File: src/rtl/dmem_arbiter.sv
// Two-requester data-memory controller: arbitrates CPU vs external port,
// sequences one access at a time and performs read-modify-write for
// byte/halfword stores on a big-endian, word-wide memory.
module dmem_arbiter #(
    parameter int unsigned ADDR_W       = 5,
    parameter int unsigned STARVE_LIMIT = 4
) (
    input  logic              clk,
    input  logic              rst,

    input  logic              cpu_valid,
    output logic              cpu_ready,
    input  logic              cpu_we,
    input  logic [1:0]        cpu_size,
    input  logic [ADDR_W-1:0] cpu_addr,
    input  logic [31:0]       cpu_wdata,
    output logic              cpu_resp_valid,
    output logic              cpu_resp_err,
    output logic [31:0]       cpu_rdata,

    input  logic              ext_valid,
    output logic              ext_ready,
    input  logic              ext_we,
    input  logic [1:0]        ext_size,
    input  logic [ADDR_W-1:0] ext_addr,
    input  logic [31:0]       ext_wdata,
    output logic              ext_resp_valid,
    output logic              ext_resp_err,
    output logic [31:0]       ext_rdata,

    output logic [ADDR_W-1:0] mem_addr,
    output logic              mem_rd,
    output logic              mem_wr,
    output logic [31:0]       mem_wdata,
    input  logic [31:0]       mem_rdata
);

    localparam int unsigned DATA_W = 32;
    localparam int unsigned CNT_W  = 4;
    localparam logic [CNT_W-1:0] LIMIT = CNT_W'(STARVE_LIMIT);

    localparam logic [1:0] SZ_BYTE = 2'd0;
    localparam logic [1:0] SZ_HALF = 2'd1;
    localparam logic [1:0] SZ_WORD = 2'd2;

    typedef enum logic [2:0] {
        IDLE   = 3'd0,
        RD     = 3'd1,
        RMW_RD = 3'd2,
        WR     = 3'd3,
        RESP   = 3'd4
    } state_t;

    typedef struct packed {
        logic              we;
        logic [1:0]        size;
        logic [ADDR_W-1:0] addr;
        logic [DATA_W-1:0] wdata;
    } req_t;

    // Illegal size or misaligned halfword/word access.
    function automatic logic req_err(input logic [1:0] size, input logic [1:0] a);
        logic bad;
        bad = 1'b0;
        case (size)
            SZ_BYTE: bad = 1'b0;
            SZ_HALF: bad = a[0];
            SZ_WORD: bad = (a != 2'b00);
            default: bad = 1'b1;
        endcase
        return bad;
    endfunction

    // Pull the addressed big-endian lane out of a memory word, right-aligned.
    function automatic logic [DATA_W-1:0] lane_extract(input logic [DATA_W-1:0] word,
                                                       input logic [1:0]        size,
                                                       input logic [1:0]        a);
        logic [DATA_W-1:0] res;
        res = '0;
        case (size)
            SZ_BYTE: begin
                case (a)
                    2'd0:    res = {24'd0, word[31:24]};
                    2'd1:    res = {24'd0, word[23:16]};
                    2'd2:    res = {24'd0, word[15:8]};
                    default: res = {24'd0, word[7:0]};
                endcase
            end
            SZ_HALF: res = a[1] ? {16'd0, word[15:0]} : {16'd0, word[31:16]};
            SZ_WORD: res = word;
            default: res = '0;
        endcase
        return res;
    endfunction

    // Insert right-aligned store data into the addressed lane of an old word.
    function automatic logic [DATA_W-1:0] lane_merge(input logic [DATA_W-1:0] old,
                                                     input logic [DATA_W-1:0] data,
                                                     input logic [1:0]        size,
                                                     input logic [1:0]        a);
        logic [DATA_W-1:0] res;
        res = old;
        case (size)
            SZ_BYTE: begin
                case (a)
                    2'd0:    res[31:24] = data[7:0];
                    2'd1:    res[23:16] = data[7:0];
                    2'd2:    res[15:8]  = data[7:0];
                    default: res[7:0]   = data[7:0];
                endcase
            end
            SZ_HALF: begin
                if (a[1]) res[15:0]  = data[15:0];
                else      res[31:16] = data[15:0];
            end
            default: res = data;
        endcase
        return res;
    endfunction

    state_t             r_state;
    state_t             w_state_nxt;
    logic [CNT_W-1:0]   r_starve;
    logic               r_owner;        // 0 = cpu, 1 = ext
    logic [1:0]         r_size;
    logic [ADDR_W-1:0]  r_addr;
    logic [DATA_W-1:0]  r_word;         // store data, then merged write word

    logic               w_grant_cpu;
    logic               w_grant_ext;
    logic               w_accept;
    req_t               w_sel;
    logic               w_sel_err;
    logic [ADDR_W-1:0]  w_word_addr;
    logic               w_enter_resp;
    logic               w_owner_nxt;
    logic               w_resp_err;
    logic [DATA_W-1:0]  w_resp_data;

    // Arbitration: CPU has priority unless ext has lost STARVE_LIMIT times in a row.
    assign w_grant_ext = rst && (r_state == IDLE) && ext_valid
                         && (!cpu_valid || (r_starve == LIMIT));
    assign w_grant_cpu = rst && (r_state == IDLE) && cpu_valid && !w_grant_ext;
    assign w_accept    = w_grant_cpu || w_grant_ext;

    assign w_sel = w_grant_ext ? req_t'{ext_we, ext_size, ext_addr, ext_wdata}
                               : req_t'{cpu_we, cpu_size, cpu_addr, cpu_wdata};
    assign w_sel_err   = req_err(w_sel.size, w_sel.addr[1:0]);
    assign w_word_addr = {r_addr[ADDR_W-1:2], 2'b00};

    // State register.
    always_ff @(posedge clk or negedge rst) begin
        if (!rst) r_state <= IDLE;
        else      r_state <= w_state_nxt;
    end

    // Next-state logic, grant strobes and memory-port drive.
    always_comb begin
        w_state_nxt = r_state;
        cpu_ready   = 1'b0;
        ext_ready   = 1'b0;
        mem_addr    = '0;
        mem_rd      = 1'b0;
        mem_wr      = 1'b0;
        mem_wdata   = '0;
        case (r_state)
            IDLE: begin
                cpu_ready = w_grant_cpu;
                ext_ready = w_grant_ext;
                if (w_accept) begin
                    if (w_sel_err)                 w_state_nxt = RESP;
                    else if (!w_sel.we)            w_state_nxt = RD;
                    else if (w_sel.size == SZ_WORD) w_state_nxt = WR;
                    else                           w_state_nxt = RMW_RD;
                end
            end
            RD: begin
                mem_addr    = w_word_addr;
                mem_rd      = 1'b1;
                w_state_nxt = RESP;
            end
            RMW_RD: begin
                mem_addr    = w_word_addr;
                mem_rd      = 1'b1;
                w_state_nxt = WR;
            end
            WR: begin
                mem_addr    = w_word_addr;
                mem_wr      = 1'b1;
                mem_wdata   = r_word;
                w_state_nxt = RESP;
            end
            RESP:    w_state_nxt = IDLE;
            default: w_state_nxt = IDLE;
        endcase
    end

    // Starvation counter: counts consecutive arbitrations ext lost while waiting.
    always_ff @(posedge clk or negedge rst) begin
        if (!rst) begin
            r_starve <= '0;
        end else if (!ext_valid || w_grant_ext) begin
            r_starve <= '0;
        end else if (w_grant_cpu && (r_starve != LIMIT)) begin
            r_starve <= r_starve + CNT_W'(1);
        end
    end

    // Request latch on accept; RMW merge of the fetched word.
    always_ff @(posedge clk or negedge rst) begin
        if (!rst) begin
            r_owner <= 1'b0;
            r_size  <= '0;
            r_addr  <= '0;
            r_word  <= '0;
        end else if (w_accept) begin
            r_owner <= w_grant_ext;
            r_size  <= w_sel.size;
            r_addr  <= w_sel.addr;
            r_word  <= w_sel.wdata;
        end else if (r_state == RMW_RD) begin
            r_word  <= lane_merge(mem_rdata, r_word, r_size, r_addr[1:0]);
        end
    end

    assign w_enter_resp = (w_state_nxt == RESP) && (r_state != RESP);
    assign w_owner_nxt  = (r_state == IDLE) ? w_grant_ext : r_owner;
    assign w_resp_err   = (r_state == IDLE) && w_sel_err;
    assign w_resp_data  = (r_state == RD) ? lane_extract(mem_rdata, r_size, r_addr[1:0])
                                          : '0;

    // Registered completion: pulse valid/err for one cycle, hold rdata until next response.
    always_ff @(posedge clk or negedge rst) begin
        if (!rst) begin
            cpu_resp_valid <= 1'b0;
            cpu_resp_err   <= 1'b0;
            cpu_rdata      <= '0;
            ext_resp_valid <= 1'b0;
            ext_resp_err   <= 1'b0;
            ext_rdata      <= '0;
        end else begin
            cpu_resp_valid <= 1'b0;
            cpu_resp_err   <= 1'b0;
            ext_resp_valid <= 1'b0;
            ext_resp_err   <= 1'b0;
            if (w_enter_resp) begin
                if (w_owner_nxt) begin
                    ext_resp_valid <= 1'b1;
                    ext_resp_err   <= w_resp_err;
                    ext_rdata      <= w_resp_data;
                end else begin
                    cpu_resp_valid <= 1'b1;
                    cpu_resp_err   <= w_resp_err;
                    cpu_rdata      <= w_resp_data;
                end
            end
        end
    end

endmodule

File: config.mk
export PLATFORM = sky130hd
export DESIGN_NAME = dmem_arbiter
export DESIGN_NICKNAME = d
export VERILOG_FILES = /design/src/rtl/dmem_arbiter.sv
export SDC_FILE = /design/constraint.sdc
export NUM_CORES = 1
export LEC_CHECK = 0
export CAP_MARGIN = 20
export CORE_MARGIN = 2
export CORE_UTILIZATION = 40
export CTS_CLUSTER_SIZE = 16
export DETAILED_ROUTE_END_ITERATION = 6
export PLACE_DENSITY = 0.74
export SYNTH_ARGS = -nofsm -noshare
export SYNTH_HDL_FRONTEND = slang
export SYNTH_SLANG_ARGS = --single-unit
File: constraint.sdc
create_clock -name clk -period 2.2 [get_ports clk]
set_clock_uncertainty 0.1 [all_clocks]
set_input_delay 0.66 -clock clk [delete_from_list [all_inputs] [get_ports clk]]
set_output_delay 0.66 -clock clk [all_outputs]
set_load 0.005 [all_outputs]
==> run_summary.xml <==
<?xml version="1.0" encoding="UTF-8"?>
<metrics>
  <group name="timing">
    <metric name="rsz_0062_raised_after_global_routing" unit="">true</metric>
    <metric name="timing.final.hold_violations" unit="">0</metric>
    <metric name="postLayoutSetupSlackWorst" unit="ps">-412.6</metric>
    <metric name="period_minus_slack" unit="ps">2613</metric>
    <metric name="setup_total_neg_slack" unit="ps">-21350</metric>
    <metric name="timing.final.setup_violations" unit="">110</metric>
    <metric name="period_share" unit="%">118.8</metric>
    <metric name="timing_max_transition_violations_final" unit="">0</metric>
    <metric name="whs" unit="ps">305.0</metric>
    <metric name="fmaxAchievable" unit="MHz">382.8</metric>
    <metric name="max_slew.worst_pin.slew" unit="ps">761.6</metric>
    <metric name="timing.slew.headroom" unit="%">49.23</metric>
  </group>
  <group name="power">
    <metric name="static-leakage-power" unit="nW">5.020</metric>
    <metric name="max-vdd-ir-drop" unit="uV">767.4</metric>
    <metric name="cellPowerDensity" unit="mW/mm^2">1082</metric>
  </group>
  <group name="grt">
    <metric name="grt_pass1_wl" unit="mm">38.00</metric>
    <metric name="gr-usage-met2" unit="%">49.20</metric>
    <metric name="grtUsageMet3" unit="%">6.358</metric>
    <metric name="grt.total_usage" unit="%">30.18</metric>
    <metric name="first_global_vias" unit="">6588</metric>
    <metric name="number_of_antenna_violations_at_the_first_check_in_global_routing" unit="">0</metric>
    <metric name="grt.overflow.total" unit="">0</metric>
    <metric name="grt_start_max_net_pins" unit="">60</metric>
    <metric name="grt.met1_usage" unit="%">39.66</metric>
    <metric name="busiest_layer" unit="">met2</metric>
  </group>
  <group name="routing">
    <metric name="ant_nets" unit="">0</metric>
    <metric name="firstDrtPassIters" unit="">7</metric>
    <metric name="avgViaCountPerCell" unit="">5.835</metric>
    <metric name="detail_route.drc_violations" unit="">2</metric>
    <metric name="routed_wl" unit="mm">25.55</metric>
    <metric name="vias" unit="">6611</metric>
    <metric name="wire_per_inst" unit="um">22.55</metric>
    <metric name="drt_first_iter_violations" unit="">572</metric>
  </group>
  <group name="final_layout">
    <metric name="stdcell_count" unit="">1133</metric>
    <metric name="finish.net_count" unit="">1027</metric>
    <metric name="syn_to_final_growth" unit="%">74.43</metric>
    <metric name="post_route_cells_drive_above_1_share" unit="%">34.06</metric>
    <metric name="n_antenna_cell" unit="">0</metric>
  </group>
  <group name="clock_tree">
    <metric name="clk_pin_slew_worst_paths" unit="ps">50</metric>
    <metric name="cts_hold_buffers" unit="">0</metric>
    <metric name="clock_sink_count" unit="">115</metric>
    <metric name="clock_path_buffers" unit="">2</metric>
    <metric name="clock_latency_late_sink" unit="ps">420</metric>
    <metric name="cts_htree_levels" unit="">4</metric>
    <metric name="cts_tree" unit="">built</metric>
    <metric name="cts_buf_count" unit="">17</metric>
    <metric name="cts.root.buffer_cell" unit="">clkbuf_16</metric>
  </group>
  <group name="run">
    <metric name="cap_violations" unit="">0</metric>
  </group>
  <group name="place">
    <metric name="place_congestion" unit="">0.8828</metric>
    <metric name="dp.final_hpwl" unit="mm">17.98</metric>
    <metric name="io_buffers" unit="">222</metric>
    <metric name="placed_cells_incl_taps" unit="">1064</metric>
  </group>
  <group name="yosys">
    <metric name="synth-async-reset-ratio" unit="%">100.0</metric>
    <metric name="yosys-top-cells-count" unit="">dfrtp_1 (115), mux2i_1 (63), a22o_1 (56), clkbuf_1 (36), and3_1 (35)</metric>
    <metric name="synth-seq-area-share" unit="%">45.73</metric>
    <metric name="post-synth-top-area-cell" unit="">dfrtp_1</metric>
    <metric name="synth_area_leaders" unit="">dfrtp_1 (46%), mux2i_1 (10%), a22o_1 (7.8%)</metric>
    <metric name="post_synth_inst_count" unit="">583</metric>
    <metric name="synth-edff-count" unit="">0</metric>
    <metric name="synth_ff_type" unit="">dfrtp_1</metric>
    <metric name="synth_warnings" unit="">0</metric>
    <metric name="syn_area_per_cell" unit="sq um">10.80</metric>
    <metric name="mappedNetlistArea" unit="sq mm">0.006294</metric>
    <metric name="synth_top_area_share" unit="%">45.73</metric>
    <metric name="synth-seq-cells" unit="">115</metric>
    <metric name="synthMostInstantiatedCell" unit="">dfrtp_1</metric>
    <metric name="yosysUniqueCellTypes" unit="">59</metric>
  </group>
  <group name="floorplanning">
    <metric name="core_area" unit="sq mm">0.01531</metric>
    <metric name="dieArea" unit="sq mm">0.01675</metric>
    <metric name="fp-row-count" unit="">45</metric>
    <metric name="io_pins" unit="">225</metric>
    <metric name="chipHeight" unit="um">129.4</metric>
    <metric name="initial_utilization" unit="%">41.09</metric>
    <metric name="die_width" unit="um">129.4</metric>
  </group>
  <group name="setup_path">
    <metric name="critical_path_peak_fanout" unit="">6</metric>
    <metric name="crit_required" unit="ps">1440</metric>
    <metric name="rr_worst_depth" unit="">10</metric>
    <metric name="critPathCaptureType" unit="">output pin</metric>
    <metric name="start_kind" unit="">flop</metric>
    <metric name="critical_path_class" unit="">flop to output pin</metric>
    <metric name="crit_arrival" unit="ps">1850</metric>
  </group>
  <group name="worst_hold_path">
    <metric name="worst_hold_path_type" unit="">input port to asynchronous set/reset pin</metric>
  </group>
  <group name="outcome">
    <metric name="status" unit="">finished, violations left</metric>
    <metric name="failing_checks" unit="">design-rule violations, negative setup slack</metric>
  </group>
</metrics>
path summary, 6_finish.rpt:
path                            start            end  slack [ps]
max                        r_state[2]   mem_wdata[3]        -410
min                               rst      r_addr[4]         310
max reg2reg                r_state[1]  cpu_rdata[21]        -320
min reg2reg                 r_addr[4]      r_addr[4]         390
max in group asynchronous         rst  cpu_rdata[23]        1090
min in group clk            r_addr[4]      r_addr[4]         390
cells in the final DEF, fill, tap and decap left out, types with 5 or more instances in the layout:
master / n
buf_4: 88
nand3_2: 7
mux2_4: 16
nand3_1: 14
o2bb2ai_1: 5
a21oi_1: 25
o221ai_1: 12
mux2_2: 8
a32oi_1: 9
dfrtp_1: 115
mux2i_2: 6
clkinv_4: 5
buf_12: 15
buf_2: 16
a22o_1: 56
o21ai_0: 11
nor3b_1: 10
nand4b_1: 8
o22ai_1: 7
clkdlybuf4s15_2: 11
and3_1: 8
o21a_1: 9
and3_4: 27
buf_6: 37
mux2i_1: 56
clkdlybuf4s50_1: 182
inv_1: 5
nor3_1: 6
nand2_1: 19
a221oi_1: 5
o211ai_1: 8
o31ai_1: 9
clkbuf_16: 21
nor2_1: 11
registers in the layout, summed over array words and instances, names as in the netlist, 2 cells and up:
| signal | cells |
|---|---|
| r_addr | 5 |
| cpu_rdata | 32 |
| r_state | 3 |
| r_size | 2 |
| r_word | 32 |
| ext_rdata | 32 |
| r_starve | 4 |
power by group:
part | internal [mW] | leakage [nW] | switching, mW
logic | 3.01 | 3.22 | 2.64
clock network | 1.71 | 0.287 | 1.04
registers | 2.85 | 1.51 | 0.628
repair_timing:
| action | CTS | global route |
|---|---|---|
| endpoints found under the setup margin | 127 | 117 |
| pin swaps | 15 | 34 |
| setup buffers | 19 | 14 |
| resized for setup | 224 | 61 |
| cloned | 8 | 3 |
| endpoints found under the hold margin | 0 | 0 |
cells by family after synthesis:
family,Yosys count,share of synthesized area (%)
AO/OA/AOI/OAI,177,22.05
AND/OR/NAND/NOR,134,12.51
flip-flops,115,45.73
multiplexers,87,14.61
buffers and inverters,66,4.513
adder cells (fa/ha/maj),2,0.3976
other,1,0.05958
XOR/XNOR,1,0.1392
critical path: stages (launching register included):
cell	delay [ps]
dfrtp_1	410
buf_4	160
nor2b_4	150
buf_6	110
buf_6	90
buf_6	120
and3_4	190
clkdlybuf4s15_2	200
metrics by stage:
step | util (%) | worst slack (ps) | total power, mW | cell area, sq um
floorplan | - | -96.56 | 5.830 | 6341
global placement | 61.76 | -578.3 | 8.054 | 9458
detailed placement | 61.76 | -604.9 | 8.242 | 9458
CTS | 69.22 | -378.0 | 11.42 | 10600
global route | 71.68 | -441.8 | 12.42 | 10980
finish | 71.68 | -412.6 | 11.87 | 10980
final cells by class:
class,instances,area (sq um)
tap,211,264.0
timing repair buffer,361,3667
fill,1077,4337
inverter,11,45.04
multi-input combinational,403,3530
clock inverter,14,155.1
clock buffer,18,439.2
sequential,115,2878
metal layers:
metal	share of wire (%)	routed length [um]	vias to the layer above
met5	0	0	-
met4	3.0	771	0
met3	8.9	2286	58
met2	48	12290	400
met1	40	10200	3242
li1	-	-	2911
Power figures use the tool's default switching activity.
